[config.mk]
export PLATFORM = sky130hd
export DESIGN_NAME = vrased_reset_ctrl
export DESIGN_NICKNAME = d
export VERILOG_FILES = /design/src/rtl/vrased_reset_ctrl_pkg.sv /design/src/rtl/vrased_sat_cnt.sv /design/src/rtl/vrased_reset_ctrl.sv
export SDC_FILE = /design/constraint.sdc
export NUM_CORES = 1
export LEC_CHECK = 0
export BUFFER_PORTS_ARGS = -buffer_cell sky130_fd_sc_hd__buf_2
export CORE_UTILIZATION = 58
export DETAILED_ROUTE_END_ITERATION = 7
export PLACE_DENSITY = 0.85
export REMOVE_ABC_BUFFERS = 1
export SLEW_MARGIN = 30
export SYNTH_ARGS = -nofsm -noshare
export SYNTH_HDL_FRONTEND = slang
export SYNTH_SLANG_ARGS = --single-unit
[constraint.sdc]
create_clock -name clk -period 3.4 [get_ports clk]
set_clock_uncertainty 0.1 [all_clocks]
set_input_delay 0.17 -clock clk [delete_from_list [all_inputs] [get_ports clk]]
set_output_delay 0.17 -clock clk [all_outputs]
set_load 0.05 [all_outputs]
[src/rtl/vrased_reset_ctrl_pkg.sv]
// Shared definitions for the VRASED reset controller: FSM encodings, the
// monitors' reset-handler address and the kill_req bit assignments.
package vrased_defs;

   localparam logic [1:0] ST_BOOT    = 2'd0;
   localparam logic [1:0] ST_IDLE    = 2'd1;
   localparam logic [1:0] ST_ASSERT  = 2'd2;
   localparam logic [1:0] ST_RECOVER = 2'd3;

   localparam logic [15:0] RESET_HANDLER_ADDR = 16'h0000;

   // kill_req bit positions, one per hw-mod monitor
   localparam int MON_DMA_X_STACK = 0;
   localparam int MON_X_STACK     = 1;
   localparam int MON_AC          = 2;
   localparam int MON_ATOMICITY   = 3;
   localparam int MON_COUNT       = 4;

   function automatic logic [7:0] sat_inc8(input logic [7:0] value);
      return (value == 8'hFF) ? value : value + 8'd1;
   endfunction

endpackage

[src/rtl/vrased_sat_cnt.sv]
// 8-bit saturating event counter; holds at 8'hFF instead of wrapping.
module vrased_sat_cnt
   import vrased_defs::*;
(
   input  logic       clk,
   input  logic       reset_n,
   input  logic       en,
   output logic [7:0] count
);

   always_ff @(posedge clk or negedge reset_n) begin
      if (!reset_n) begin
         count <= 8'd0;
      end else if (en) begin
         count <= sat_inc8(count);
      end
   end

endmodule

[src/rtl/vrased_reset_ctrl.sv]
// Stretches monitor kill requests into a minimum-width core reset and keeps
// a sticky cause vector plus a saturating violation count.
//
// state   | meaning
// BOOT    | power-on reset stretch, no cause/count bookkeeping
// IDLE    | core running, waiting for a kill request
// ASSERT  | core held in reset for RST_CYCLES cycles, causes accumulate
// RECOVER | reset released, kill_req masked until monitors drop it
module vrased_reset_ctrl
   import vrased_defs::*;
#(
   parameter int          N_MON         = MON_COUNT,
   parameter logic [15:0] RST_CYCLES    = 16'd8,
   parameter logic [15:0] RECOVER_MAX   = 16'd64,
   parameter logic [15:0] RESET_HANDLER = RESET_HANDLER_ADDR
)
(
   input  logic             clk,
   input  logic             reset_n,
   input  logic [N_MON-1:0] kill_req,
   input  logic [15:0]      pc,
   input  logic             clr_cause,
   output logic             sys_rst,
   output logic [N_MON-1:0] cause,
   output logic [7:0]       viol_cnt,
   output logic             busy
);

   logic [1:0]       state;
   logic [1:0]       state_nxt;
   logic [15:0]      cnt;
   logic [15:0]      cnt_nxt;
   logic [N_MON-1:0] cause_nxt;
   logic             viol_inc;
   logic             any_kill;

   assign any_kill = |kill_req;

   always_comb begin
      state_nxt = state;
      cnt_nxt   = cnt;
      cause_nxt = cause;
      viol_inc  = 1'b0;
      case (state)
         ST_BOOT: begin
            if (cnt == RST_CYCLES - 16'd1) begin
               state_nxt = ST_RECOVER;
               cnt_nxt   = 16'd0;
            end else begin
               cnt_nxt = cnt + 16'd1;
            end
         end
         ST_IDLE: begin
            // a new request in the same cycle as the clear wins
            cause_nxt = clr_cause ? kill_req : (cause | kill_req);
            if (any_kill) begin
               state_nxt = ST_ASSERT;
               cnt_nxt   = 16'd0;
               viol_inc  = 1'b1;
            end
         end
         ST_ASSERT: begin
            cause_nxt = cause | kill_req;
            if (cnt == RST_CYCLES - 16'd1) begin
               state_nxt = ST_RECOVER;
               cnt_nxt   = 16'd0;
            end else begin
               cnt_nxt = cnt + 16'd1;
            end
         end
         default: begin
            if (!any_kill) begin
               state_nxt = ST_IDLE;
               cnt_nxt   = 16'd0;
            end else if (pc == RESET_HANDLER) begin
               // monitor is about to leave KILL; never time out on this cycle
               cnt_nxt = cnt + 16'd1;
            end else if (cnt >= RECOVER_MAX - 16'd1) begin
               state_nxt = ST_ASSERT;
               cnt_nxt   = 16'd0;
               viol_inc  = 1'b1;
            end else begin
               cnt_nxt = cnt + 16'd1;
            end
         end
      endcase
   end

   always_ff @(posedge clk or negedge reset_n) begin
      if (!reset_n) begin
         state   <= ST_BOOT;
         cnt     <= 16'd0;
         cause   <= '0;
         sys_rst <= 1'b1;
         busy    <= 1'b1;
      end else begin
         state   <= state_nxt;
         cnt     <= cnt_nxt;
         cause   <= cause_nxt;
         sys_rst <= (state_nxt == ST_BOOT) || (state_nxt == ST_ASSERT);
         busy    <= (state_nxt != ST_IDLE);
      end
   end

   vrased_sat_cnt u_viol_cnt (
      .clk     (clk),
      .reset_n (reset_n),
      .en      (viol_inc),
      .count   (viol_cnt)
   );

endmodule

# ---- Yosys cells after proc, flatten, opt, wreduce, memory -nomap -nowiden
# Cells that the tools add are included.
dict set report word_totals {
  out_inout_bits 14
  register_bits 32
  inputBits 23
}
dict set report classes {
  bitwise_logic 2
  n_eq_ne 7
  muxes 19
  magnitude_cmp 1
  reduce_logical 8
  add_sub_neg 2
}
# operator count
set ops {}
lappend ops {{2-to-1 mux 16 bit} 5}
lappend ops {{one-hot mux 16 bit (2 select lines)} 1}
lappend ops {{adder 16 x 1 -> 16 bit (second input constant)} 1}
lappend ops {{== test 16 x 3 -> 1 bit (second input constant)} 1}
lappend ops {{>= comparator 16 x 6 -> 1 bit (second input constant)} 1}
lappend ops {{zero test 16 bit} 1}
lappend ops {{2-to-1 mux 2 bit} 5}
lappend ops {{adder 8 x 1 -> 8 bit (second input constant)} 1}
lappend ops {{== test 8 bit (second input constant)} 1}
lappend ops {{one-hot mux 4 bit (2 select lines)} 1}
lappend ops {{== test 2 bit (second input constant)} 2}
lappend ops {{zero test 2 bit} 2}
lappend ops {{2-to-1 mux 1 bit} 4}
lappend ops {{2-to-1 mux 4 bit} 1}
lappend ops {{OR 4 bit} 1}
lappend ops {{one-hot mux 2 bit (2 select lines)} 1}
lappend ops {{OR reduction 4 bit} 1}
lappend ops {{== test 2 x 1 -> 1 bit (second input constant)} 1}
lappend ops {{inequality test 2 x 1 -> 1 bit (second input constant)} 1}
lappend ops {{inequality test 2 bit (second input constant)} 1}
lappend ops {{one-hot mux 1 bit (2 select lines)} 1}
lappend ops {{AND reduction 2 bit} 1}
lappend ops {{nonzero test 2 bit} 1}
lappend ops {{OR reduction 2 bit} 1}
lappend ops {{2 further kinds} 2}

# ---- Longest topological paths before layout
# Gate-level depths: netlist of the first run.
dict set report depth {
  ltp_word 7
  ltp_mapped 8
}

# ---- Modules after synthesis
# A second synthesis of the first run with hierarchy kept.
dict set report hier_totals {
  hier_cells 173
  hier_area_um2 1716.6
}
# mod seq_area_each_um2 cells_per_inst n_inst area_per_inst_um2
set by_module_without_submodules {}
lappend by_module_without_submodules {vrased_reset_ctrl 603.1 138 1 1326.3}
lappend by_module_without_submodules {vrased_sat_cnt 200.2 35 1 390.4}

# ---- Least setup slack after synthesis of the first run
# No wires, ideal clock.
dict set report synth_timing {
  path_kind {register -> register}
  startpoint {register u_viol_cnt.count[3]}
  endpoint {register u_viol_cnt.count[1]}
  setup_slack_ns 1.438
  period_less_slack_ns 1.962
  arrival_time_ns 1.737
  setup_time_ns 0.125
  stages_incl_launch_ff 6
  t_required_ns 3.175
  cell_sequence {dfrtp_1 and4_1 nand2_1 nor2_1 nor2_2 mux2_4}
}
dict set report synth_via {
  elab_chain_len 3
}
# item line_no
set synth_rtl {}
lappend synth_rtl {{from (decl)} vrased_sat_cnt.sv:8} ;# output logic [7:0] count
lappend synth_rtl {{from (signal assigned)} vrased_sat_cnt.sv:15} ;# count <= sat_inc8(count);
lappend synth_rtl {{== test 8 bit} vrased_reset_ctrl_pkg.sv:20} ;# return (value == 8'hFF) ? value : value + 8'd1;
lappend synth_rtl {{inverter 1 bit (no line)} -}
lappend synth_rtl {{AND reduction 2 bit (no line)} -}
# Every way passes these cells.
# A chain may end at the register's enable or synchronous reset.

# ---- Worst setup path in the final report of the first run
dict set report layout_timing {
  startpoint {register cnt[0]}
  endpoint {register cnt[3]}
}
dict set report layout_via {
  elab_chain_len 5
  elab_cells_between_ends 8
}
# item line_no
set layout_rtl {}
lappend layout_rtl {{from (decl)} vrased_reset_ctrl.sv:31} ;# logic [15:0] cnt;
lappend layout_rtl {{from (signal assigned)} vrased_reset_ctrl.sv:98} ;# cnt <= cnt_nxt;
lappend layout_rtl {{adder 16 x 1 -> 16 bit or >= comparator 16 x 6 -> 1 bit (tied branches)} -}
lappend layout_rtl {{2-to-1 mux 16 bit} vrased_reset_ctrl.sv:78} ;# end else if (cnt >= RECOVER_MAX - 16'd1) begin
lappend layout_rtl {{2-to-1 mux 16 bit} vrased_reset_ctrl.sv:75} ;# end else if (pc == RESET_HANDLER) begin
lappend layout_rtl {{2-to-1 mux 16 bit} vrased_reset_ctrl.sv:72} ;# if (!any_kill) begin
lappend layout_rtl {{one-hot mux 16 bit (2 select lines) *} vrased_reset_ctrl.sv:44} ;# case (state)
# Every way passes the cells marked *; elsewhere a longest branch is shown, timed or not.

==> results of run 1 <==
-- state kept, by name, summed over array words and instances, names as in the netlist --
signal / cells
state: 2
sys_rst: 1
u_viol_cnt.count: 8
cnt: 16
cause: 4
busy: 1
-- metal layers --
metal / wire length (um) / up-vias / track usage, % / part of all wire [%]
met5: 0 / - / 0 / 0
met4: 70 / 0 / 9.76 / 2.0
met3: 165 / 10 / 6.28 / 4.7
met2: 1890 / 40 / 45.1 / 54
met1: 1400 / 698 / 30.3 / 40
li1: - / 688 / - / -
-- what timing repair did --
item,in CTS,in global routing
hold buffers,1,0
buffers inserted,0,0
hold endpoints to repair,30,0
-- final cells by class --
type                    instances  area [um^2]  area share [%]
flip-flops and latches         32          803            40.5
inverters                       4         15.0           0.757
well taps                      31         38.8            1.96
clock buffers                   6         51.3            2.59
multi-input cells             128          875            44.1
repair buffers                 37          190            9.59
clock inverters                 2         10.0           0.505
-- cells by family (layout without fill, tap and decap cells) --
| group | Yosys count | after routing |
|---|---|---|
| and+or+nand+nor | 76 | 76 |
| muxes | 1 | 1 |
| AOI/OAI and AO/OA | 25 | 25 |
| buffers and inverters | 7 | 49 |
| adders and majority gates | 6 | 6 |
| DFF | 32 | 32 |
| xor gates and xnor gates | 20 | 20 |
-- per-stage QoR --
stage / hold slack [ns] / std cells
after floorplan: -0.226 / 164
after global placement: 0.139 / 231
after detailed placement: 0.153 / 231
after CTS: 0.0202 / 240
after global routing: 0.0284 / 240
final: 0.0221 / 240
-- how the worst min path moves through the flow --
stage,cells after the start,startpoint,slack [ns],to
5_1_grt,2,kill_req[1],0.03,cause[1]
6_report,2,kill_req[3],0.02,cause[3]
2_1_floorplan,0,reset_n,-0.23,cause[0]
4_1_cts,2,kill_req[3],0.02,cause[3]
3_3_place_gp,1,reset_n,0.14,u_viol_cnt.count[5]
3_5_place_dp,1,reset_n,0.15,u_viol_cnt.count[5]
-- cell usage in the layout, fill, tap and decap left out, drive strengths merged --
master       Yosys  layout
and2             1       1
nand2           15      15
nor4b            1       1
dlygate4sd3      0       1
ha               6       6
nand3           10      10
a31oi            2       2
xnor2            4       4
clkbuf           1       6
o221ai           1       1
buf              2      36
a21oi            3       3
and3             6       6
nand2b           2       2
a211o            1       1
dfrtp           30      30
nor2            20      20
and4             1       1
o22ai            1       1
mux2             1       1
or4              1       1
a211oi           3       3
nor4            10      10
o21ai            5       5
clkinv           0       2
nand3b           2       2
or2              1       1
inv              4       4
xor2            16      16
a21o             1       1
dfstp            2       2
a2111oi          2       2
a22o             4       4
o2111ai          1       1
nor3b            2       2
a221oi           1       1
nor3             3       3
nand4            1       1
-- power by group --
group	total [mW]	switching, mW	internal [mW]
Clock	0.225	0.127	0.0983
Combinational	0.611	0.415	0.196
Sequential	0.544	0.0745	0.469
==> flow_summary.toml, run 1 <==
[worst_setup_path]
path_cells = "ha_1, nand2_1, nor4_1, a211oi_1, a211oi_2, o22ai_1"
slowest_stage = "a211oi_2"
startpoint_type = "flop"
crit_path_end = "cnt[3]"
path_max_fanout = 13
worstSetupPathType = "reg2reg"
cp_top_family = "compound AO/OA/AOI/OAI gates"
crit_cells = 6
critPathArrivalTime_ns = 2.50
cp-end-kind = "flop"
crit_start = "cnt[0]"
ff2ff_path_depth = 6
critPathRequiredTime_ns = 3.48
r2r-start = "cnt[0]"
max_stage_delay_ns = 0.68
regToRegSetupSlack_ns = 0.98
path_buf_inv = 0
r2r_end = "cnt[3]"

[drt]
vias = 1436
drt-total-wl_mm = 3.52
drtIter0Drc = 59
vias_per_cell = 5.98
firstDrtPassIters = 4
drc = 0
routedWlPerCell_um = 14.7
postRouteAntennaNets = 0

[layout]
drive_gt1_share_pct = 26.8
final_area_um2 = 1980
nFillCells = 203
area_growth_pct = 16.2
post-route-util_pct = 71.3
diodes = 0
finalNetCount = 237

[place]
place_worst_setup_slack_ns = 0.999
place_area_um2 = 1910
port_buffers = 36
dpl.hpwl_mm = 2.70
gp_congestion = 0.825

[yosys]
synth-compound-area-share_pct = 12.2
synthMuxAreaShare_pct = 0.880
synth_top_area_share_pct = 44.0
ys_types = 42
ys.flop_type = "dfrtp_1"
synth_xor_area_share_pct = 10.3
async_reset_ff_share_pct = 100
synth_edf_count = 0
synth_top_family_by_area = "simple AND/OR/NAND/NOR gates"
ys_seq_area_share_pct = 47.1
avgSynthCellArea_um2 = 10.2
synth_commonest_cells = "dfrtp_1, nor2_1, xor2_1"
netlist_top_cells_area = "dfrtp_1, xor2_1, ha_1"
synth_fa_ha_area_share_pct = 4.40
yosys_warnings = 0
synth.most_common_cell = "dfrtp_1"
synth_simple_gate_area_share_pct = 23.5
syn_inst = 167
ys_ff_latch = 32
syn_area_um2 = 1710
synth_top_area_cell = "dfrtp_1"

[power]
p_per_area_nw_per_um2 = 696
ir_worst_vdd_v = 0.000717
leakagePower_nw = 0.950
total_power_mw = 1.38

[timing]
final_max_slew_viol_count = 0
grt_setup_unrepaired = "no"
fmax_mhz = 413
maxSlewHeadroom_pct = 45.0
period_share_pct = 71.3
worst_pin_slew_ns = 0.824
finalSetupTns_ns = 0
post-route-min-period_ns = 2.42
worst_slack_ns = 0.977
setup_viol = 0
hold_violations = 0

[clock_tree]
cts-buffers-inserted = 5
cts_resized = 0
root_buffer = "clkbuf_4"
htreeDepth = 2
cts_sinks = 32
path_clk_slew_ns = 0.10
cts_buffer_depth = 2
cts_tree = "done"
clock_latency_ns = 0.33

[grt]
grt_overflow = 0
grt.total_usage_pct = 25.7
antenna_found_initial = 0
grt_pass1_wl_mm = 6.36
grt_max_degree = 33
grt_pass1_vias = 1483

[floorplanning]
die-height_um = 56.2
ioPinCount = 37
rows = 19
start_util_pct = 61.4
die-area_um2 = 3160
coreArea_um2 = 2780
die_x_um = 56.2

[flow_run]
maxCapViolations = 0

[min_path]
hold_class = "in2reg"

[run_status]
outcome = "finished clean"
Note: power is estimated with default switching activity, not from simulation.
==> inputs of run 2 (changes only) <==
--- a/config.mk
+++ b/config.mk
@@ -6,9 +6,9 @@
 export NUM_CORES = 1
 export LEC_CHECK = 0
 export BUFFER_PORTS_ARGS = -buffer_cell sky130_fd_sc_hd__buf_2
-export CORE_UTILIZATION = 58
+export CORE_UTILIZATION = 48
 export DETAILED_ROUTE_END_ITERATION = 7
-export PLACE_DENSITY = 0.85
+export PLACE_DENSITY = 0.76
 export REMOVE_ABC_BUFFERS = 1
 export SLEW_MARGIN = 30
 export SYNTH_ARGS = -nofsm -noshare
==> constraint.sdc (replaced) <==
create_clock -name clk -period 2.2 [get_ports clk]
set_clock_uncertainty 0.1 [all_clocks]
set_input_delay 0.11 -clock clk [delete_from_list [all_inputs] [get_ports clk]]
set_output_delay 0.11 -clock clk [all_outputs]
set_load 0.05 [all_outputs]
==> run 2 against run 1 <==
Compared with the run above:
- critical path depth grew 1
- worst setup slack lost 0.85 ns
- first-iteration DRC count up 39%
- hold slack improved by 0.051 ns
- count of clock-buffer cells in the layout is 1 higher
- register-to-register slack got worse by 0.81 ns
- power increased by 71%
- clock power grew 130%
- non-clock buffer count grew 10
- via count shrank 0.70%
- global-route usage down 5.4 points
- routed wire length is 2.9% higher
==> flow_summary.toml, run 2 (synthesized netlist as in run 1, its figures left out) <==
[floorplanning]
die-area_um2 = 3800
die_x_um = 61.6
die-height_um = 61.6
rows = 21
ioPinCount = 37
coreArea_um2 = 3360
start_util_pct = 50.7

[worst_setup_path]
r2r_end = "cnt[11]"
worstSetupPathType = "in2reg"
regToRegSetupSlack_ns = 0.17
cp-end-kind = "flop"
critPathArrivalTime_ns = 2.20
startpoint_type = "input pin"
ff2ff_path_depth = 8
path_max_fanout = 7
critPathRequiredTime_ns = 2.33
r2r-start = "cnt[0]"

[timing]
fmax_mhz = 482
grt_setup_unrepaired = "no"
post-route-min-period_ns = 2.07
final_max_slew_viol_count = 0
maxSlewHeadroom_pct = 53.1
hold_violations = 0
worst_pin_slew_ns = 0.703
finalSetupTns_ns = 0
setup_viol = 0
period_share_pct = 94.3

[place]
place_inst = 252
dpl.hpwl_mm = 2.55
port_buffers = 36
gp_congestion = 0.779

[grt]
grt_pass1_wl_mm = 5.66
grt.total_usage_pct = 20.3
grt_max_degree = 33
grt_overflow = 0
grt_pass1_vias = 1294
antenna_found_initial = 0

[min_path]
worstHoldPathCells = 3
hp-start = "clr_cause"
hold_class = "in2reg"
hold_end = "cause[2]"

[power]
p_int_mw = 1.37
leakagePower_nw = 1.01
p_comb_share_pct = 42.6
switching_share_pct = 41.8
power_frac_seq_pct = 35.8
power.switching_mw = 0.988
ir_worst_vdd_v = 0.000369
p_per_area_nw_per_um2 = 1110
clockPowerShare_pct = 21.6

[drt]
firstDrtPassIters = 4
drc = 0
vias_per_cell = 5.38
vias = 1426
postRouteAntennaNets = 0
routedWlPerCell_um = 13.7
drt-total-wl_mm = 3.62
drtIter0Drc = 82

[layout]
layout.cells.most_common = "buf_2"
nFillCells = 294
most-common-layout-cells = "buf_2, dfrtp_1, nor2_1"
finalNetCount = 247
fin_cells = 265
regMostFlops = "cnt"
reg.largest.list = "cnt: 16 flops, u_viol_cnt.count: 8 flops, cause: 4 flops"
largest_reg_flops = 16
area_growth_pct = 25.1
drive_gt1_share_pct = 28.3
diodes = 0

[flow_run]
maxCapViolations = 0

[clock_tree]
cts_setup_buffers = 0
cts_sinks = 32
root_buffer = "clkbuf_4"
clock_latency_ns = 0.34
path_clk_slew_ns = 0.10
cts_tree = "done"
htreeDepth = 2
cts-buffers-inserted = 5
cts_buffer_depth = 2

[run_status]
outcome = "finished clean"
-- run 2: cell types whose count changed in the layout (fill, tap and decap cells not counted) --
cell	change
buf_4	+6
clkinv_2	-2
a2111oi_4	+1
a2111oi_1	+1
clkbuf_8	+1
dlygate4sd3_1	+4
a2111oi_2	-1
bufinv_16	+1
a2111oi_0	-1
-- run 2: final cells by class --
cell class	count	area [um^2]	share of cell area [%]
well taps	46	57.6	2.70
clock buffers	7	65.1	3.05
multi-input cells	128	888	41.6
inverters	4	15.0	0.703
flip-flops and latches	32	803	37.6
repair buffers	47	275	12.9
clock inverters	1	30.0	1.41
-- run 2: worst max path at each step --
stage	start	endpoint	slack [ns]	depth (start not counted)
after floorplan	cnt[0]	cnt[3]	0.23	6
after global placement	state[1]	cnt[15]	0.22	6
after detailed placement	cnt[0]	cnt[0]	0.20	7
after CTS	state[1]	cnt[11]	0.1	6
after global routing	cnt[0]	cnt[0]	0.02	7
final	kill_req[0]	u_viol_cnt.count[1]	0.13	7
-- run 2: layer usage --
layer | GRT usage (%) | routed length, um
met1 | 26.4 | 1710
met3 | 5.88 | 149
met5 | 0 | 0
met4 | 6.98 | 72
met2 | 32.4 | 1690
-- run 2: power groups by stage --
stage	Combinational, mW	Clock (mW)	Sequential (mW)
after CTS	1.01	0.509	0.843
final	1.01	0.510	0.844
after floorplan	0.430	0	1.12
after global routing	1.08	0.538	0.866
after global placement	0.969	0	0.849
after detailed placement	0.994	0	0.854
-- run 2: what timing repair did --
action	in CTS	in global routing
endpoints found under the setup margin	0	1
hold endpoints to repair	34	0
resized for setup	0	2
hold buffers	5	0
-- run 2: critical path: stages --
cell and delay [ns]:
dlygate4sd3_1 0.54, buf_2 0.15, or4_4 0.56, and3_4 0.21, a31oi_4 0.23, nor2_2 0.09
mux2_4 0.31
-- run 2: per-stage QoR --
stage / utilization [%] / instance area [um^2] / hold WS, ns / setup WS (ns) / power, mW
after floorplan: - / 1690 / -0.286 / 0.231 / 1.55
after global placement: 58.7 / 1980 / 0.0924 / 0.223 / 1.82
after detailed placement: 58.7 / 1980 / 0.0994 / 0.203 / 1.85
after CTS: 63.1 / 2120 / 0.0748 / 0.0997 / 2.36
after global routing: 63.5 / 2130 / 0.0845 / 0.0186 / 2.49
final: 63.5 / 2130 / 0.0730 / 0.125 / 2.36
